$ cat src/rtl/output_module_rx_pkg.sv
// Shared types and bit positions for the column-select serial receiver.
package output_module_rx_pkg;
  typedef enum logic [1:0] {S0_WARMUP, S1_IDLE, S2_SHIFT, S3_LATCH} state_t;
  localparam int COL_SELECT_BIT = 0;
  localparam int EXTRA_BIT_POS  = 1;
endpackage

$ cat src/rtl/sync_edge_detect.sv
// Multi-flop synchronizer for one async wire with a registered rising-edge pulse.
module sync_edge_detect #(
  parameter int   STAGES    = 2,
  parameter logic RESET_VAL = 1'b0
) (
  input  logic clk,
  input  logic rst,
  input  logic din,
  output logic sync,
  output logic rise
);
  logic [STAGES-1:0] stages;
  logic              prev;

  always_ff @(posedge clk) begin
    if (rst) begin
      stages <= {STAGES{RESET_VAL}};
      prev   <= RESET_VAL;
      rise   <= 1'b0;
    end else begin
      stages <= {stages[STAGES-2:0], din};
      prev   <= stages[STAGES-1];
      rise   <= stages[STAGES-1] & ~prev;
    end
  end

  assign sync = stages[STAGES-1];
endmodule

$ cat src/rtl/column_select_rx.sv
// 74HC595-style receiver: oversampled shift/latch of the column-select link,
// plus column tracking and bit-count checking on every latch.
module column_select_rx #(
  parameter int WIDTH       = 8,
  parameter int SYNC_STAGES = 2,
  parameter int NUM_COLUMNS = 16
) (
  input  logic                           clk,
  input  logic                           rst,
  input  logic                           ser_clk,
  input  logic                           ser_data,
  input  logic                           ser_stcp,
  input  logic                           ser_n_enable,
  output logic [WIDTH-1:0]               q_parallel,
  output logic                           q_valid,
  output logic                           extra_bit,
  output logic [$clog2(NUM_COLUMNS)-1:0] col_index,
  output logic                           frame_start,
  output logic                           col_overflow,
  output logic                           bit_count_error,
  output logic                           outputs_enabled
);
  import output_module_rx_pkg::*;

  localparam int CNT_W  = $clog2(WIDTH) + 2;
  localparam int COL_W  = $clog2(NUM_COLUMNS);
  localparam int WARM_W = $clog2(SYNC_STAGES + 2) + 1;
  localparam logic [WARM_W-1:0] WARM_LAST = WARM_W'(SYNC_STAGES + 1);
  localparam logic [CNT_W-1:0]  CNT_MAX   = CNT_W'(2 * WIDTH - 1);
  localparam logic [CNT_W-1:0]  CNT_FULL  = CNT_W'(WIDTH);
  localparam logic [COL_W-1:0]  COL_LAST  = COL_W'(NUM_COLUMNS - 1);

  logic clk_rise, stcp_rise, data_sync, nen_sync;
  logic clk_sync_unused, stcp_sync_unused, data_rise_unused, nen_rise_unused;

  sync_edge_detect #(.STAGES(SYNC_STAGES), .RESET_VAL(1'b0)) u_sync_clk (
    .clk(clk), .rst(rst), .din(ser_clk), .sync(clk_sync_unused), .rise(clk_rise));
  sync_edge_detect #(.STAGES(SYNC_STAGES), .RESET_VAL(1'b0)) u_sync_data (
    .clk(clk), .rst(rst), .din(ser_data), .sync(data_sync), .rise(data_rise_unused));
  sync_edge_detect #(.STAGES(SYNC_STAGES), .RESET_VAL(1'b0)) u_sync_stcp (
    .clk(clk), .rst(rst), .din(ser_stcp), .sync(stcp_sync_unused), .rise(stcp_rise));
  sync_edge_detect #(.STAGES(SYNC_STAGES), .RESET_VAL(1'b1)) u_sync_nen (
    .clk(clk), .rst(rst), .din(ser_n_enable), .sync(nen_sync), .rise(nen_rise_unused));

  state_t            state;
  logic [WARM_W-1:0] warm_cnt;
  logic [CNT_W-1:0]  bit_cnt;
  logic [WIDTH-1:0]  shift_reg;
  logic              pend_shift;

  always_ff @(posedge clk) begin
    if (rst) begin
      state           <= S0_WARMUP;
      warm_cnt        <= '0;
      bit_cnt         <= '0;
      shift_reg       <= '0;
      pend_shift      <= 1'b0;
      q_parallel      <= '0;
      col_index       <= '0;
      q_valid         <= 1'b0;
      frame_start     <= 1'b0;
      col_overflow    <= 1'b0;
      bit_count_error <= 1'b0;
      outputs_enabled <= 1'b0;
    end else begin
      q_valid         <= 1'b0;
      frame_start     <= 1'b0;
      col_overflow    <= 1'b0;
      bit_count_error <= 1'b0;
      outputs_enabled <= ~nen_sync;
      case (state)
        // Lines held high across reset produce one rise pulse; swallow it here.
        S0_WARMUP: begin
          if (warm_cnt == WARM_LAST) state <= S1_IDLE;
          else warm_cnt <= warm_cnt + 1'b1;
        end
        S1_IDLE, S2_SHIFT: begin
          if (stcp_rise) begin
            // A coincident shift is deferred so the latch sees pre-shift contents.
            state      <= S3_LATCH;
            pend_shift <= clk_rise;
          end else if (clk_rise) begin
            shift_reg <= {shift_reg[WIDTH-2:0], data_sync};
            if (bit_cnt != CNT_MAX) bit_cnt <= bit_cnt + 1'b1;
            state <= S2_SHIFT;
          end
        end
        S3_LATCH: begin
          q_parallel      <= shift_reg;
          q_valid         <= 1'b1;
          bit_count_error <= (bit_cnt != CNT_FULL);
          pend_shift      <= 1'b0;
          if (!shift_reg[COL_SELECT_BIT]) begin
            col_index   <= '0;
            frame_start <= 1'b1;
          end else if (col_index == COL_LAST) begin
            col_overflow <= 1'b1;
          end else begin
            col_index <= col_index + 1'b1;
          end
          if (clk_rise || pend_shift) begin
            shift_reg <= {shift_reg[WIDTH-2:0], data_sync};
            bit_cnt   <= CNT_W'(1);
            state     <= S2_SHIFT;
          end else begin
            bit_cnt <= '0;
            state   <= S1_IDLE;
          end
        end
        default: state <= S0_WARMUP;
      endcase
    end
  end

  assign extra_bit = q_parallel[EXTRA_BIT_POS];
endmodule

$ cat config.mk
export PLATFORM = sky130hd
export DESIGN_NAME = column_select_rx
export DESIGN_NICKNAME = d
export VERILOG_FILES = /design/src/rtl/output_module_rx_pkg.sv /design/src/rtl/sync_edge_detect.sv /design/src/rtl/column_select_rx.sv
export SDC_FILE = /design/constraint.sdc
export NUM_CORES = 1
export LEC_CHECK = 0
export CAP_MARGIN = 15
export CELL_PAD_IN_SITES_DETAIL_PLACEMENT = 1
export CELL_PAD_IN_SITES_GLOBAL_PLACEMENT = 1
export CORE_MARGIN = 5
export CORE_UTILIZATION = 42
export DETAILED_ROUTE_END_ITERATION = 7
export PLACE_DENSITY_LB_ADDON = 0.3
export SLEW_MARGIN = 20
export SYNTH_ARGS = -nofsm -noshare
export SYNTH_HDL_FRONTEND = slang
export SYNTH_SLANG_ARGS = --single-unit
$ cat constraint.sdc
create_clock -name clk -period 2.5 [get_ports clk]
set_clock_uncertainty 0.15 [all_clocks]
set_input_delay 0.625 -clock clk [delete_from_list [all_inputs] [get_ports clk]]
set_output_delay 0.625 -clock clk [all_outputs]
set_load 0.03 [all_outputs]
==> results of run 1 <==
final cells by class:
class / count / area (µm²)
clock buffers: 5 / 68.8
clock inverters: 3 / 68.8
fillers: 504 / 2110
inverters: 11 / 41.3
multi-input cells: 130 / 886
flip-flops and latches: 48 / 961
well taps: 52 / 65.1
repair buffers: 25 / 245
cells by family after synthesis:
family / synth area share
compound gates: 0.113
simple gates: 0.187
mux: 0.0974
flops: 0.492
fa+ha+maj: 0.0513
buf+inv: 0.0538
xor+xnor: 0.00449
metal layers:
layer | GRT usage | up-vias | share of wire
li1 | - | 727 | -
met5 | 0 | - | 0
met3 | 0.0400 | 4 | 0.037
met2 | 0.313 | 22 | 0.54
met4 | 0.0385 | 0 | 0.0078
met1 | 0.157 | 712 | 0.42
per-stage QoR:
| stage | hold slack [ps] | power [mW] | instance area [µm²] |
|---|---|---|---|
| global placement | 216 | 0.989 | 2200 |
| global route | 252 | 1.74 | 2340 |
| floorplan | 213 | 0.966 | 1950 |
| CTS | 244 | 1.67 | 2340 |
| detailed placement | 230 | 1.01 | 2200 |
| finish | 239 | 1.66 | 2340 |
path summary, 6_finish.rpt:
| kind | cells past startpoint | start | endpoint | slack [ps] |
|---|---|---|---|---|
| max | 1 | col_index[3]$_SDFFE_PP0P_ | col_index[3] | 280 |
| min | 1 | u_sync_nen.stages[1]$_SDFF_PP1_ | outputs_enabled$_SDFF_PP0_ | 240 |
| max reg2reg | 5 | state[1]$_SDFFE_PP0P_ | shift_reg[3]$_SDFFE_PP0P_ | 420 |
| min reg2reg | 1 | u_sync_nen.stages[1]$_SDFF_PP1_ | outputs_enabled$_SDFF_PP0_ | 240 |
report_power, final:
part           switching [mW]  internal, mW  leakage (nW)
logic                   0.101        0.0731         0.419
registers              0.0196         0.797         0.390
clock network           0.265         0.402        0.0687
total                   0.386          1.27         0.877
placed cells by master (no fill, tap or decap), types with 6 or more instances in the layout:
master / Yosys / final
sky130_fd_sc_hd__nand2_1: 18 / 18
sky130_fd_sc_hd__clkdlybuf4s50_1: 0 / 23
sky130_fd_sc_hd__ha_1: 8 / 8
sky130_fd_sc_hd__mux2i_1: 19 / 19
sky130_fd_sc_hd__dfxtp_1: 48 / 48
sky130_fd_sc_hd__nor2_1: 15 / 15
sky130_fd_sc_hd__nor2b_1: 17 / 17
sky130_fd_sc_hd__inv_1: 11 / 11
sky130_fd_sc_hd__a21oi_1: 7 / 7
sky130_fd_sc_hd__o21ai_0: 6 / 6
==> results.tsv, run 1 <==
stage	metric	value	unit
logic_synthesis	synth_top_area_frac	0.492	
logic_synthesis	synth.avg_cell_area	9.76	µm²
timing	post-route-period-util	0.886	
cts	cts_hold_repair.buffers	0	
worst_setup_path	critical_path.endpoint_type	primary output	
timing	slew_violations	0	
cts	cts_buffer_depth	2	
drt	routed_wl	4350	µm
logic_synthesis	synth.yosys.seq_area_share	0.492	
pwr	power_density	710	nW/µm²
cts	cts.htree.levels	2	
pwr	worst_ir_drop_vdd	0.000493	V
drt	routedWlPerCell	15.9	µm
placement	place_congestion	0.803	
logic_synthesis	syn_nets	214	
worst_setup_path	required_time_of_the_critical_path	1730	ps
worst_setup_path	worst_path_maximum_fanout	7	
cts	cts.repair_timing.setup_buffer_count	0	
global_routing	grt_max_degree	32	
timing	final.setup.tns	0	ps
drt	viasPerCell	5.35	
logic_synthesis	ys_seq_elements	48	
worst_hold_path	worstHoldPathType	reg2reg	
timing	finalSetupViolCount	0	
floorplanning	num_rows	24	
global_routing	overflow	0	
finish	n_antenna_cell	0	
floorplanning	design.die.area	6110	µm²
worst_setup_path	critical_path_arrival	1440	ps
drt	drt_pre_antenna_iters	4	
timing	fin_ws	284	ps
drt	drc	0	
flow_run	max_cap_viol_count	0	
logic_synthesis	number_of_synthesized_flops_with_an_enable_pin	0	
timing	final.min_clock_period	2220	ps
global_routing	first_global_vias	1658	
global_routing	antenna_found_initial	0	
drt	antenna_left	0	
drt	drtIter0Drc	56	
floorplanning	vertical_die_dimension	78.2	µm
floorplanning	initial_utilization	0.439	
logic_synthesis	synth.cell_area	1950	µm²
timing	worst_pin_slew	523	ps
placement	place_worst_setup_slack	369	ps
placement	io_buffer_count	23	
finish	final_core_utilization	0.526	
run_status	status	finished clean	
finish	proportion_of_layout_cells_with_a_drive_suffix_above_1	0.0541	
timing	slew_headroom	0.651	
worst_setup_path	startpoint_type	flip-flop	
finish	fin_nets	235	
logic_synthesis	synth_cell_types	40	
floorplanning	die_x	78.2	µm
global_routing	grt_use_total	0.155	
finish	areaGrowthSynthToFinish	19.7	%
logic_synthesis	syn-instance-count	200	
cts	cts_tree	built	
logic_synthesis	synth_top_area_cell	sky130_fd_sc_hd__dfxtp_1	
drt	vias	1465	
worst_setup_path	worst_path_max_delay_cell	sky130_fd_sc_hd__clkdlybuf4s50_1	
cts	numClockSinks	48	
timing	final_hold_viol_count	0	
floorplanning	design.core.area	4440	µm²
timing	grt_setup_unrepaired	no	
cts	clock_latency_reported_for_the_late_side_of_the_worst_skew_pair	300	ps
timing	maximum_operating_frequency	0.451	GHz
floorplanning	num_io_pins	24	
worst_setup_path	critPathKind	reg2out	
worst_setup_path	critical_path.n_buffers_inverters	1	
placement	placed_cells	266	
pwr	leakage	0.877	nW
logic_synthesis	yosys-top-cells-area	sky130_fd_sc_hd__dfxtp_1 49%, sky130_fd_sc_hd__mux2i_1 9.7%, sky130_fd_sc_hd__nor2b_1 5.4%	
worst_setup_path	max_stage_delay	710	ps
finish	fin_cells	274	
logic_synthesis	synth_top_cells_by_count	48 x sky130_fd_sc_hd__dfxtp_1, 19 x sky130_fd_sc_hd__mux2i_1, 18 x sky130_fd_sc_hd__nand2_1, 17 x sky130_fd_sc_hd__nor2b_1, 15 x sky130_fd_sc_hd__nor2_1	
logic_synthesis	synthArstFlopShare	0	
placement	dpl.hpwl	3120	µm
worst_setup_path	path_cells	clkdlybuf4s50_1	
cts	clk_root_buffer_cell	sky130_fd_sc_hd__clkbuf_8	
cts	cts_resized	0	
logic_synthesis	yosysWarningCount	0	
worst_setup_path	critical_path.top_delay_family	buffers and inverters	
cts	tritoncts.num_buffers	5	
logic_synthesis	post-synth-top-count-cell	sky130_fd_sc_hd__dfxtp_1	
logic_synthesis	synth-main-ff-cell	sky130_fd_sc_hd__dfxtp_1	
cts	path_clk_slew	90	ps
global_routing	global_route_wire_length_before_repair	7710	µm
No activity file was read; power rests on OpenSTA's default activity.
==> run 2: changes to the inputs <==
- CORE_ASPECT_RATIO: not set -> 0.8
- CTS_CLUSTER_DIAMETER: not set -> 50
- clock period: 2.5 -> 2.2 ns (I/O delays scaled with it)
==> run 2 against run 1 <==
Net effect:
- global-route usage decreased by 1.5 points
- count of clock-buffer cells in the layout up 1
- die area increased by 0.14%
- clock power fell by 27%
- setup slack worse by 190 ps
- first-iteration DRC count increased by 41%
- register-to-register slack worse by 240 ps
- sequential cell count stayed put
- sequential share of layout area increased by 0.40 points
- critical path type unchanged
- largest power group unchanged
==> results.tsv, run 2 (same netlist as run 1, synthesis figures left out) <==
stage	metric	value	unit	change
worst_setup_path	max_stage_delay	700	ps	about the same
timing	slew_violations	0		unchanged
timing	final.setup.tns	0	ps	unchanged
finish	proportion_of_layout_cells_with_a_drive_suffix_above_1	0.0625		+0.00845
cts	cts.repair_timing.setup_buffer_count	0		unchanged
pwr	power_frac_comb	0.128		+0.023
global_routing	first_global_vias	1505		-9.2%
cts	clock_latency_reported_for_the_late_side_of_the_worst_skew_pair	290	ps	about the same
floorplanning	die_x	86.2	µm	+10%
pwr	register_share_of_total_power	0.572		+0.080
worst_setup_path	critical_path.top_delay_family	buffers and inverters		
run_status	status	finished clean		
finish	fin_cells	284		+3.6%
finish	layout_commonest_cell	sky130_fd_sc_hd__dfxtp_1		
worst_hold_path	worstHoldPathType	reg2reg		
drt	drt_pre_antenna_iters	4		unchanged
timing	slew_headroom	0.658		+0.00680
floorplanning	design.die.area	6120	µm²	+0.14%
floorplanning	num_rows	22		-8.3%
worst_setup_path	startpoint_type	flip-flop		
timing	final_hold_viol_count	0		unchanged
cts	cts_hold_repair.buffers	0		unchanged
pwr	worst_ir_drop_vdd	0.000547	V	+11%
floorplanning	vertical_die_dimension	71.0	µm	-9.2%
global_routing	overflow	0		unchanged
timing	maximum_operating_frequency	0.475	GHz	
cts	cts_buffer_depth	2		unchanged
worst_setup_path	critPathKind	reg2out		
pwr	power.switching	408	µW	+5.7%
cts	cts_tree	built		
floorplanning	num_io_pins	24		unchanged
worst_setup_path	critical_path.n_buffers_inverters	1		unchanged
finish	n_antenna_cell	0		unchanged
pwr	switching_share_of_power	0.252		+0.0189
drt	antenna_left	0		unchanged
cts	clk_root_buffer_cell	sky130_fd_sc_hd__clkbuf_8		
drt	viasPerCell	5.20		-2.7%
cts	numClockSinks	48		unchanged
pwr	power.internal	1.21	mW	-4.7%
timing	finalSetupViolCount	0		unchanged
worst_setup_path	worst_path_max_delay_cell	sky130_fd_sc_hd__clkdlybuf4s50_1		
placement	place_congestion	0.880		+9.6%
global_routing	grt_use_total	0.141		-0.0146
cts	tritoncts.num_buffers	5		unchanged
drt	drtIter0Drc	79		+41%
timing	worst_pin_slew	512	ps	-10.7 ps
drt	routedWlPerCell	14.3	µm	-9.9%
cts	path_clk_slew	90	ps	about the same
pwr	leakage	0.886	nW	+1.0%
finish	fin_nets	238		+1.3%
finish	areaGrowthSynthToFinish	18.5	%	
finish	most-common-layout-cells	48 x sky130_fd_sc_hd__dfxtp_1, 22 x sky130_fd_sc_hd__clkdlybuf4s50_1, 19 x sky130_fd_sc_hd__mux2i_1		
drt	drc	0		unchanged
floorplanning	initial_utilization	0.430		-0.00944
cts	cts_resized	0		unchanged
worst_setup_path	critical_path.endpoint_type	primary output		
timing	grt_setup_unrepaired	no		
floorplanning	design.core.area	4540	µm²	+2.2%
placement	placed_cells	277		+4.1%
global_routing	global_route_wire_length_before_repair	6960	µm	-9.8%
worst_setup_path	required_time_of_the_critical_path	1500	ps	-230 ps
flow_run	max_cap_viol_count	0		unchanged
worst_setup_path	path_cells	clkdlybuf4s50_1		
pwr	power_density	701	nW/µm²	-1.3%
global_routing	grt_max_degree	24		-25%
global_routing	antenna_found_initial	0		unchanged
timing	post-route-period-util	0.956		
placement	dpl.hpwl	2930	µm	-6.3%
drt	routed_wl	4070	µm	-6.6%
worst_setup_path	worst_path_maximum_fanout	6		-1
pwr	share_clk_of_total_power	0.300		-0.102
cts	cts.htree.levels	2		unchanged
drt	vias	1478		+0.89%
worst_setup_path	critical_path_arrival	1400	ps	-40 ps
placement	io_buffer_count	23		unchanged
timing	final.min_clock_period	2100	ps	
==> run 2: cell count changes in the layout (fill, tap and decap cells not counted) <==
cell | before | now
sky130_fd_sc_hd__buf_4 | 2 | 5
sky130_fd_sc_hd__bufinv_16 | 2 | 0
sky130_fd_sc_hd__clkbuf_1 | 0 | 1
sky130_fd_sc_hd__clkdlybuf4s50_1 | 23 | 22
sky130_fd_sc_hd__clkinv_2 | 0 | 1
sky130_fd_sc_hd__dlymetal6s2s_1 | 0 | 1
sky130_fd_sc_hd__inv_6 | 1 | 0
sky130_fd_sc_hd__or3b_1 | 1 | 0
sky130_fd_sc_hd__or3b_4 | 0 | 1
==> run 2: path summary, 6_finish.rpt <==
check                                  start                    endpoint  slack, ps  cells after the start
max                col_index[2]$_SDFFE_PP0P_                col_index[2]        100                      1
min reg2reg  u_sync_nen.stages[1]$_SDFF_PP1_  outputs_enabled$_SDFF_PP0_        230                      1
min          u_sync_nen.stages[1]$_SDFF_PP1_  outputs_enabled$_SDFF_PP0_        230                      1
max reg2reg          bit_cnt[0]$_SDFFE_PP0P_     bit_cnt[3]$_SDFFE_PP0P_        180                      6
==> run 2: metal layers <==
metal  up-vias  global-route usage  share of wire
met3         9              0.0373          0.044
met1       706               0.172           0.47
li1        732                   -              -
met2        31               0.234           0.47
met4         0              0.0588          0.017
met5         -                   0              0
==> run 2: area by class of cell <==
| type | count | area [µm²] |
|---|---|---|
| Inverter | 11 | 41.3 |
| Fill cell | 529 | 2230 |
| Clock buffer | 6 | 72.6 |
| Timing Repair Buffer | 28 | 270 |
| Tap cell | 60 | 75.1 |
| Sequential cell | 48 | 961 |
| Clock inverter | 1 | 5.00 |
| Multi-Input combinational cell | 130 | 888 |
==> run 2: metrics by stage <==
step	power, mW	util	hold slack [ps]	setup WS, ps	instance area (µm²)
after global placement	1.13	0.491	220	289	2230
after floorplan	1.10	-	213	338	1950
after CTS	1.64	0.508	232	62.3	2310
final	1.62	0.509	232	96.4	2310
after detailed placement	1.16	0.491	220	161	2230
after global routing	1.70	0.509	241	22.6	2310
==> run 2: power by group through the flow <==
stage	sequential [mW]	combinational [mW]	clock, mW
after floorplan	0.942	0.156	0
after global placement	0.943	0.189	0
after detailed placement	0.948	0.208	0
after CTS	0.927	0.211	0.502
after global routing	0.933	0.231	0.539
final	0.927	0.208	0.486
==> run 3: changes to the inputs <==
- PLACE_DENSITY_LB_ADDON: 0.3 -> 0.1
==> run 3 against run 2 <==
Net effect:
- power up 3.4%
- design area up 0.97%
- register-to-register slack worse by 40 ps
- maximum frequency down 0.93%
- non-clock buffer count down 1
- via count up 0.14%
- global-route usage up 0.13 points
- largest power group unchanged
==> results.tsv, run 3 (same netlist as run 1, synthesis figures left out) <==
stage	metric	value	unit	change
run_status	status	finished clean		
drt	antenna_left	0		unchanged
placement	dpl.hpwl	2900	µm	-0.87%
floorplanning	design.die.area	6120	µm²	unchanged
worst_setup_path	worst_path_max_delay_cell	sky130_fd_sc_hd__clkdlybuf4s50_1		
finish	n_antenna_cell	0		unchanged
worst_setup_path	critical_path.endpoint_type	primary output		
cts	cts_tree	built		
placement	io_buffer_count	23		unchanged
timing	final.min_clock_period	2120	ps	+19.8 ps
drt	drc	0		unchanged
cts	path_clk_slew	90	ps	about the same
cts	numClockSinks	48		unchanged
drt	drtIter0Drc	105		+33%
finish	most-common-layout-cells	48 x sky130_fd_sc_hd__dfxtp_1, 22 x sky130_fd_sc_hd__clkdlybuf4s50_1, 19 x sky130_fd_sc_hd__mux2i_1		
timing	slew_headroom	0.695		+0.0377
worst_setup_path	critical_path.top_delay_family	buffers and inverters		
worst_setup_path	required_time_of_the_critical_path	1500	ps	about the same
global_routing	grt_max_degree	32		+33%
floorplanning	die_x	86.2	µm	unchanged
drt	viasPerCell	5.21		+0.14%
finish	final_core_utilization	0.514		+0.00496
floorplanning	vertical_die_dimension	71.0	µm	unchanged
timing	post-route-period-util	0.965		+0.00900
finish	areaGrowthSynthToFinish	19.7	%	
global_routing	grt_use_total	0.142		+0.00135
cts	cts_buffer_depth	2		unchanged
timing	grt_setup_unrepaired	no		
drt	routedWlPerCell	14.3	µm	unchanged
floorplanning	initial_utilization	0.430		unchanged
global_routing	overflow	0		unchanged
timing	slew_violations	0		unchanged
global_routing	global_route_wire_length_before_repair	6880	µm	-1.1%
worst_setup_path	startpoint_type	flip-flop		
floorplanning	num_io_pins	24		unchanged
worst_setup_path	path_cells	clkdlybuf4s50_1		
worst_setup_path	critical_path.n_buffers_inverters	1		unchanged
finish	layout_commonest_cell	sky130_fd_sc_hd__dfxtp_1		
floorplanning	num_rows	22		unchanged
floorplanning	design.core.area	4540	µm²	unchanged
timing	finalSetupViolCount	0		unchanged
worst_setup_path	max_stage_delay	700	ps	about the same
timing	final_hold_viol_count	0		unchanged
cts	clock_latency_reported_for_the_late_side_of_the_worst_skew_pair	300	ps	about the same
flow_run	max_cap_viol_count	0		unchanged
pwr	power_density	717	nW/µm²	+2.4%
finish	proportion_of_layout_cells_with_a_drive_suffix_above_1	0.0625		unchanged
drt	routed_wl	4070	µm	unchanged
placement	place_congestion	0.857		-2.6%
worst_setup_path	worst_path_maximum_fanout	6		unchanged
global_routing	antenna_found_initial	0		unchanged
cts	tritoncts.num_buffers	5		unchanged
timing	worst_hold_slack	239	ps	+7.18 ps
timing	final.setup.tns	0	ps	unchanged
timing	maximum_operating_frequency	0.471	GHz	-0.93%
timing	worst_pin_slew	450	ps	-61.8 ps
pwr	worst_ir_drop_vdd	0.000486	V	-11%
worst_setup_path	critPathKind	reg2out		
cts	cts.repair_timing.setup_buffer_count	0		unchanged
cts	clk_root_buffer_cell	sky130_fd_sc_hd__clkbuf_8		
pwr	leakage	0.885	nW	about the same
worst_setup_path	critical_path_arrival	1420	ps	+20 ps
drt	vias	1480		+0.14%
finish	fin_nets	237		-0.42%
cts	cts.htree.levels	2		unchanged
drt	drt_pre_antenna_iters	4		unchanged
global_routing	first_global_vias	1479		-1.7%
worst_hold_path	worstHoldPathType	reg2reg		
run 3: metal layers:
metal  GRT usage  up-vias  part of all wire
met4      0.0363        0            0.0069
li1            -      732                 -
met2       0.239       29              0.48
met5           0        -                 0
met1       0.172      715              0.46
met3      0.0536        4             0.052
run 3: power breakdown:
group          internal (mW)  switching (mW)
combinational         0.0919           0.116
clock                  0.254           0.290
sequential             0.905          0.0189
total                   1.25           0.424
run 3: worst paths after layout:
check	from	endpoint	slack [ps]	cells after the start
worst max register to register	bit_cnt[0]$_SDFFE_PP0P_	bit_cnt[2]$_SDFFE_PP0P_	140	6
worst min register to register	u_sync_clk.prev$_SDFF_PP0_	u_sync_clk.rise$_SDFF_PP0_	240	1
worst min-delay path	u_sync_clk.prev$_SDFF_PP0_	u_sync_clk.rise$_SDFF_PP0_	240	1
worst max-delay path	col_index[2]$_SDFFE_PP0P_	col_index[2]	80	1
run 3: layout make-up:
class,count,area [µm²]
clock buffers,6,82.6
fillers,518,2210
multi-input cells,130,886
clock inverters,2,15.0
repair buffers,27,275
flip-flops and latches,48,961
inverters,11,41.3
well taps,60,75.1
run 3: through the flow:
stage / cells / setup WS [ps] / instance area, µm² / power [mW]
finish: 284 / 76.6 / 2340 / 1.68
global route: 284 / 11.2 / 2340 / 1.77
CTS: 284 / 54.3 / 2330 / 1.70
detailed placement: 276 / 168 / 2240 / 1.16
global placement: 276 / 281 / 2240 / 1.14
floorplan: 200 / 338 / 1950 / 1.10
run 3: repair_timing:
action                     CTS  global route
gates resized for setup      0             1
setup endpoints to repair    0             1
hold buffers                 0             0
